File: config.mk
export PLATFORM = sky130hd
export DESIGN_NAME = exc_detect
export DESIGN_NICKNAME = d
export VERILOG_FILES = /design/src/rtl/exc_detect.sv
export SDC_FILE = /design/constraint.sdc
export NUM_CORES = 1
export LEC_CHECK = 0
export ABC_AREA = 1
export CORE_MARGIN = 3
export CORE_UTILIZATION = 55
export DETAILED_ROUTE_END_ITERATION = 10
export DONT_BUFFER_PORTS = 1
export GPL_TIMING_DRIVEN = 1
export MAX_ROUTING_LAYER = met4
export PLACE_DENSITY = 0.78
export SLEW_MARGIN = 10
export SYNTH_ARGS = -nofsm -noshare
export SYNTH_HDL_FRONTEND = slang
export SYNTH_SLANG_ARGS = --single-unit
export TNS_END_PERCENT = 10
File: constraint.sdc
create_clock -name clk -period 1.6 [get_ports clk]
set_clock_uncertainty 0.1 [all_clocks]
set_input_delay 0.32 -clock clk [delete_from_list [all_inputs] [get_ports clk]]
set_output_delay 0.32 -clock clk [all_outputs]
set_load 0.005 [all_outputs]
File: src/rtl/exc_detect.sv
// Purpose : collect decode/memory faults and an external IRQ, pick one cause, drive Exc/EStatus.
// Latency : synchronous source to Exc is 1 cycle; ext_irq rise to Exc is SYNC_STAGES+2 cycles.
// Backpr. : Exc is held until ExcAck; new causes are dropped (IRQ stays pending) until ERet.
module exc_detect #(
    parameter int SYNC_STAGES = 2,  // ext_irq synchroniser depth, must be >= 2
    parameter int CNT_W       = 8   // width of the taken-exception counter
) (
    input  logic             clk,
    input  logic             reset,        // asynchronous, active-low
    input  logic             ext_irq,
    input  logic             irq_en,
    input  logic             invalid_op_D,
    input  logic             svc_D,
    input  logic             misalign_M,
    input  logic             ExcAck,
    input  logic             ERet,
    output logic             Exc,
    output logic [3:0]       EStatus,
    output logic             Flush,
    output logic             busy,
    output logic [CNT_W-1:0] exc_count
);

    // FSM encoding
    localparam logic [1:0] ST_IDLE = 2'd0;  // accepting new causes
    localparam logic [1:0] ST_PEND = 2'd1;  // Exc raised, waiting for ExcAck
    localparam logic [1:0] ST_SERV = 2'd2;  // handler running, waiting for ERet

    // Cause codes presented on EStatus
    localparam logic [3:0] CODE_NONE = 4'b0000;
    localparam logic [3:0] CODE_INV  = 4'b0001;
    localparam logic [3:0] CODE_IRQ  = 4'b0010;
    localparam logic [3:0] CODE_MIS  = 4'b0011;
    localparam logic [3:0] CODE_SVC  = 4'b0100;

    localparam logic [CNT_W-1:0] CNT_ONE = {{(CNT_W-1){1'b0}}, 1'b1};

    // Registered state
    logic [1:0]             state_q,       state_d;
    logic                   exc_q,         exc_d;
    logic [3:0]             estatus_q,     estatus_d;
    logic                   flush_q,       flush_d;
    logic                   busy_q,        busy_d;
    logic [CNT_W-1:0]       cnt_q,         cnt_d;
    logic                   irq_pending_q, irq_pending_d;
    logic [SYNC_STAGES-1:0] sync_q,        sync_d;
    logic                   irq_dly_q,     irq_dly_d;

    // Combinational helpers
    logic       irq_rise;
    logic       irq_req;
    logic       any_src;
    logic       win_is_irq;
    logic [3:0] win_code;
    logic       take_irq;

    // Synchroniser shift, delay flop and rising-edge detect on the synchronised IRQ
    always_comb begin
        sync_d    = {sync_q[SYNC_STAGES-2:0], ext_irq};
        irq_dly_d = sync_q[SYNC_STAGES-1];
        irq_rise  = sync_q[SYNC_STAGES-1] & ~irq_dly_q;
    end

    // Fixed-priority select: misaligned > invalid opcode > SVC > enabled pending IRQ
    always_comb begin
        irq_req    = irq_pending_q & irq_en;
        any_src    = misalign_M | invalid_op_D | svc_D | irq_req;
        win_is_irq = 1'b0;
        win_code   = CODE_NONE;
        if (misalign_M) begin
            win_code = CODE_MIS;
        end else if (invalid_op_D) begin
            win_code = CODE_INV;
        end else if (svc_D) begin
            win_code = CODE_SVC;
        end else if (irq_req) begin
            win_code   = CODE_IRQ;
            win_is_irq = 1'b1;
        end
    end

    // Sticky IRQ: cleared only when taken from IDLE; a fresh edge on that cycle wins
    always_comb begin
        take_irq      = (state_q == ST_IDLE) & win_is_irq;
        irq_pending_d = irq_rise | (irq_pending_q & ~take_irq);
    end

    // Exception FSM and output next-state; synchronous causes outside IDLE are dropped
    always_comb begin
        state_d   = state_q;
        exc_d     = exc_q;
        estatus_d = estatus_q;
        flush_d   = 1'b0;
        busy_d    = busy_q;
        cnt_d     = cnt_q;
        case (state_q)
            ST_IDLE: begin
                if (any_src) begin
                    state_d   = ST_PEND;
                    exc_d     = 1'b1;
                    estatus_d = win_code;
                    flush_d   = 1'b1;
                    busy_d    = 1'b1;
                    if (!(&cnt_q)) begin
                        cnt_d = cnt_q + CNT_ONE;
                    end
                end
            end
            ST_PEND: begin
                // ExcAck takes precedence; a coincident ERet is ignored
                if (ExcAck) begin
                    state_d = ST_SERV;
                    exc_d   = 1'b0;
                end
            end
            ST_SERV: begin
                if (ERet) begin
                    state_d = ST_IDLE;
                    busy_d  = 1'b0;
                end
            end
            default: begin
                state_d = ST_IDLE;
                exc_d   = 1'b0;
                busy_d  = 1'b0;
            end
        endcase
    end

    // State registers with asynchronous clear
    always_ff @(posedge clk or negedge reset) begin
        if (!reset) begin
            state_q       <= ST_IDLE;
            exc_q         <= 1'b0;
            estatus_q     <= CODE_NONE;
            flush_q       <= 1'b0;
            busy_q        <= 1'b0;
            cnt_q         <= '0;
            irq_pending_q <= 1'b0;
            sync_q        <= '0;
            irq_dly_q     <= 1'b0;
        end else begin
            state_q       <= state_d;
            exc_q         <= exc_d;
            estatus_q     <= estatus_d;
            flush_q       <= flush_d;
            busy_q        <= busy_d;
            cnt_q         <= cnt_d;
            irq_pending_q <= irq_pending_d;
            sync_q        <= sync_d;
            irq_dly_q     <= irq_dly_d;
        end
    end

    // All outputs come straight from flops
    assign Exc       = exc_q;
    assign EStatus   = estatus_q;
    assign Flush     = flush_q;
    assign busy      = busy_q;
    assign exc_count = cnt_q;

`ifndef SYNTHESIS
    // Flush only accompanies a freshly raised request
    a_flush_with_exc: assert property (@(posedge clk) disable iff (!reset) flush_q |-> exc_q);
    // A raised request always means the block is busy
    a_exc_busy:       assert property (@(posedge clk) disable iff (!reset) exc_q |-> busy_q);
    // Reserved cause codes never appear
    a_code_legal:     assert property (@(posedge clk) disable iff (!reset) estatus_q <= CODE_SVC);
`endif

endmodule

==> metrics.txt, run 1 <==
# fillers 158; Max-Slew Margin vs Limit 0.402; Ant. Diodes 0; num ports 24; overall global routing resource usage 0.181; largest area contributor in the netlist dfrtp_1; drt initial violations 22; hold buffers post-CTS 2; crit-path max cell delay 0.40 ns; CP Capture Type register; Wirelength per Cell 12.0 µm; GR Util met2 0.306; DIE AREA 2450 µm²; met3 GRT Util 0.0483; CTS Root Buffer Type clkbuf_4; layer with the highest usage met2; Power Density 1710 nW/µm²; Detail Placement HPWL 1430 µm; setup TNS 0 ns; Core ar. 1760 µm²; postcts setup bufs 0; Placer Congestion 0.897; CTS Sinks 20; post-synth cell types 21; worst path cell trace ha_1, nand2_2, nor2_4, nand2_2, nand3_4, nand2_1, nand2_1; final hold vios 0; Synth top area share 0.480; Required @ worst endpoint 1.70 ns; commonest cells after routing, fill and taps aside 54 x nand2_1, 20 x dfrtp_1, 11 x inv_1; Clk Latency, worst-skew pair 0.29 ns; r2r startpoint exc_count[0]$_DFFE_PN0P_; Avg Inst Size Synth 8.14 µm²; Via Count 801; drc violations 0; met1 Track Usage GR 0.210; vias per cell 5.01; max-slew violations 0; Gate Count Post-Synth 128; non-filler instance count after layout 160; share of cells above drive strength 1 0.141; CP max-delay cell dfrtp_1; commonest non-fill, non-tap cell in the layout nand2_1; VDD IR max 1.00 mV; min Tclk post-route 1.36 ns; final setup fails 0; CP startpoint kind register; min-delay src svc_D; Overflow after GRT 0; Post-Synthesis Cell Area 1040 µm²; antenna violations before repair 0; worst min-delay path class input pin to register; Final Util 0.654; Final ANT Viol Nets 0; status finished clean; area grow syn2layout 10.7%; vias in the first global route 808; DIE WIDTH 49.5 µm; Ys Warns 0; RSZ-0062 raised after global routing false; DP Cell Count 154; FP Rows 15; area of the multi-input gates 485 µm²; CP arrival 1.46 ns; Pre-antenna DRT Iters 4; max-cap violation count 0; CTS tree built; largest net degree at the start of global routing 21; crit path kind register to register; height of the die 49.5 µm; Post-Syn Nets 138; global-route wire length before repair 3350 µm; htree depth 1; Sequential cell area 500 µm²; Final period util 0.852; initial core utilization 0.591; Routed WL 1910 µm; f_max 734 MHz; Clock transition at path regs 0.11 ns; maximum net fanout on the critical path 8; largest cells by area after synthesis dfrtp_1 48%, nand2_1 19%, inv_1 4.0%; TritonCTS Buffers 3; leakage power 0.582 nW; Buffers on Ports 0; final layout net count 146; Critical Path Start exc_count[0]$_DFFE_PN0P_; register area share after synthesis 0.480; post-CTS sizing 0; Synth Register Bits 20; Slew @ Worst Pin 0.895 ns; CTS max path bufs 2
==> per-stage QoR <==
| step | instance area (µm²) | setup slack, ns | total power, mW | hold slack [ns] |
|---|---|---|---|---|
| 3_5_place_dp | 1080 | 0.238 | 1.56 | -0.0750 |
| 2_1_floorplan | 1040 | 0.282 | 1.38 | -0.0756 |
| 4_1_cts | 1150 | 0.222 | 1.99 | 0.0328 |
| 6_report | 1150 | 0.237 | 1.97 | 0.0369 |
| 3_3_place_gp | 1080 | 0.283 | 1.53 | -0.0751 |
| 5_1_grt | 1150 | 0.129 | 2.14 | 0.0320 |
==> flip-flops by register name, indices dropped and copies added (netlist names) <==
name           count
EStatus            3
exc_count          8
irq_pending_q      1
Exc                1
sync_q             2
state_q            2
irq_dly_q          1
Flush              1
busy               1
==> layer usage <==
| layer | wire (µm) | share of wire |
|---|---|---|
| met3 | 123 | 0.064 |
| met4 | 14 | 0.0073 |
| met1 | 826 | 0.43 |
| met5 | 0 | 0 |
| met2 | 947 | 0.50 |
==> cell usage after synthesis, drive strengths merged <==
cell,number
nand3,7
o21ai,4
nor3,1
inv,13
nand4,3
nand2,57
dfrtp,20
xor2,3
conb,1
ha,1
nand3b,2
buf,1
nor2,15
==> cell families after synthesis <==
group | after synthesis | share of synthesized area
buffers and inverters | 14 | 0.0540
flip-flops | 20 | 0.480
adder cells (fa/ha/maj) | 1 | 0.0120
other | 1 | 0.00360
XOR/XNOR | 3 | 0.0252
AO/OA/AOI/OAI | 4 | 0.0192
AND/OR/NAND/NOR | 85 | 0.406
==> critical path: cells and delay by family, from the launching register on <==
family / cells / cell delay [ns]
adder cells (fa/ha/maj): 1 / 0.23
flip-flops: 1 / 0.40
AND/OR/NAND/NOR: 6 / 0.53
==> power by group <==
part	internal (mW)	switching, mW	total [mW]
Clock	0.253	0.154	0.407
Sequential	0.669	0.186	0.855
Combinational	0.273	0.438	0.711
Total	1.19	0.778	1.97
==> final cells by class <==
cell class              instances  area share
inverters                      13      0.0423
well taps                      25      0.0271
repair buffers                  4      0.0304
flip-flops and latches         20       0.434
clock buffers                   3      0.0195
clock inverters                 1      0.0260
multi-input cells              94       0.421
==> path summary, 6_finish.rpt <==
kind                                       endpoint  slack (ns)  depth (start not counted)
max reg2reg                exc_count[0]$_DFFE_PN0P_        0.24                          7
min in group asynchronous  exc_count[2]$_DFFE_PN0P_        0.48                          1
min                          EStatus[2]$_DFFE_PN0P_        0.04                          2
min reg2reg                     sync_q[1]$_DFF_PN0_        0.27                          0
max in group asynchronous   irq_pending_q$_DFF_PN0_        0.37                          1
max                        exc_count[0]$_DFFE_PN0P_        0.24                          7
Power figures use the tool's default switching activity.
==> run 2: changes to the inputs <==
- CORE_ASPECT_RATIO: unset -> 1.25
- CORE_MARGIN: 3 -> 4
- SLEW_MARGIN: 10 -> 40
==> run 2 against run 1 <==
  * Final cell count down 4.4%
  * Largest power group unchanged
  * Critical path type unchanged
  * Fmax fell by 4.3%
  * Highest routed layer unchanged
  * Register-to-register slack got worse by 0.06 ns
  * Critical path depth unchanged
==> metrics.txt, run 2 (synthesis results as in run 1) <==
status finished clean; Core ar. 1790 µm²; final hold vios 0; fin worst setup slack 0.176 ns; total power 1.77 mW; Final ANT Viol Nets 0; Routed WL 1910 µm; htree depth 1; Buffers on Ports 0; Final period util 0.890; CTS Sinks 20; FF-to-FF path depth 7; CP arrival 1.51 ns; CTS max path bufs 2; share of cells above drive strength 1 0.134; Clock transition at path regs 0.10 ns; num ports 24; CP startpoint kind register; Post-Place Worst Slack 0.180 ns; commonest non-fill, non-tap cell in the layout nand2_1; placed standard-cell area 1070 µm²; leakage power 0.567 nW; commonest cells after routing, fill and taps aside 54 x nand2_1, 20 x dfrtp_1, 11 x inv_1; worst min-delay path class input pin to register; vias per cell 5.35; max-slew violations 0; CP Capture Type register; crit path kind register to register; final layout net count 146; CTS tree built; final instance area 1110 µm²; Critical Path Start exc_count[0]$_DFFE_PN0P_; DP Cell Count 147; WHS 0.0467 ns; CTS Root Buffer Type clkbuf_4; largest net degree at the start of global routing 21; setup TNS 0 ns; FF-to-FF setup slack 0.18 ns; initial core utilization 0.583; Placer Congestion 0.860; max FFs per register 8; min Tclk post-route 1.42 ns; drt initial violations 11; antenna violations before repair 0; height of the die 56.7 µm; area grow syn2layout 6.84%; overall global routing resource usage 0.167; Detail Placement HPWL 1490 µm; DIE WIDTH 46.9 µm; Final Util 0.623; Setup crit end exc_count[3]$_DFFE_PN0P_; drc violations 0; Power Density 1590 nW/µm²; final setup fails 0; Ant. Diodes 0; non-filler instance count after layout 153; f_max 702 MHz; max-cap violation count 0; TritonCTS Buffers 3; Via Count 819; RSZ-0062 raised after global routing false; r2r startpoint exc_count[0]$_DFFE_PN0P_; Clk Latency, worst-skew pair 0.29 ns; Wirelength per Cell 12.5 µm; Overflow after GRT 0; vias in the first global route 816; Required @ worst endpoint 1.69 ns; maximum net fanout on the critical path 8; global-route wire length before repair 3250 µm; VDD IR max 0.955 mV; Crit Reg-Reg Endpoint exc_count[3]$_DFFE_PN0P_; Pre-antenna DRT Iters 4; FP Rows 17; DIE AREA 2660 µm²; post-CTS sizing 0
[run 2: cell count changes in the layout (fill, tap and decap cells not counted)]
cell,change
buf_2,+1
bufinv_16,-1
buf_4,-1
[run 2: worst min path at each step]
stage                     start                       end  slack, ns  cells after the start
after detailed placement  reset  exc_count[2]$_DFFE_PN0P_      -0.08                      0
after CTS                 svc_D    EStatus[2]$_DFFE_PN0P_       0.04                      2
after floorplan           reset    EStatus[0]$_DFFE_PN0P_      -0.08                      0
after global placement    reset  exc_count[2]$_DFFE_PN0P_      -0.08                      0
after global routing      svc_D    EStatus[2]$_DFFE_PN0P_       0.06                      2
final                     svc_D    EStatus[2]$_DFFE_PN0P_       0.05                      2
[run 2: cell type report]
| cell class | instances | area [µm²] |
|---|---|---|
| inverters | 13 | 48.8 |
| well taps | 19 | 23.8 |
| repair buffers | 4 | 32.5 |
| flip-flops and latches | 20 | 500 |
| clock buffers | 3 | 22.5 |
| multi-input cells | 94 | 485 |
| fillers | 171 | 673 |
[run 2: repair_timing]
item / CTS / global route
setup endpoints to repair: 0 / 0
hold buffers: 2 / 1
buffers inserted: 0 / 0
endpoints found under the hold margin: 21 / 20
[run 2: where the power goes]
group | switching [mW] | total, mW | internal (mW)
clock network | 0.140 | 0.228 | 0.0874
logic | 0.411 | 0.671 | 0.260
registers | 0.199 | 0.868 | 0.669
total | 0.751 | 1.77 | 1.02
[run 2: worst max-delay path, stage by stage (launching register included)]
cell	delay [ns]
dfrtp_1	0.45
ha_1	0.25
nand2_2	0.13
nor2_4	0.05
nand2_2	0.10
nand3_4	0.11
nand2_1	0.08
nand2_1	0.05
[run 2: layer usage]
layer  up-vias  part of all wire  routed length, µm  track usage
met1       384              0.38                722        0.190
met4         0             0.017                 32       0.0791
met3         4             0.079                151       0.0321
li1        405                 -                  -            -
met5         -                 0                  0            -
met2        26              0.52               1000        0.270
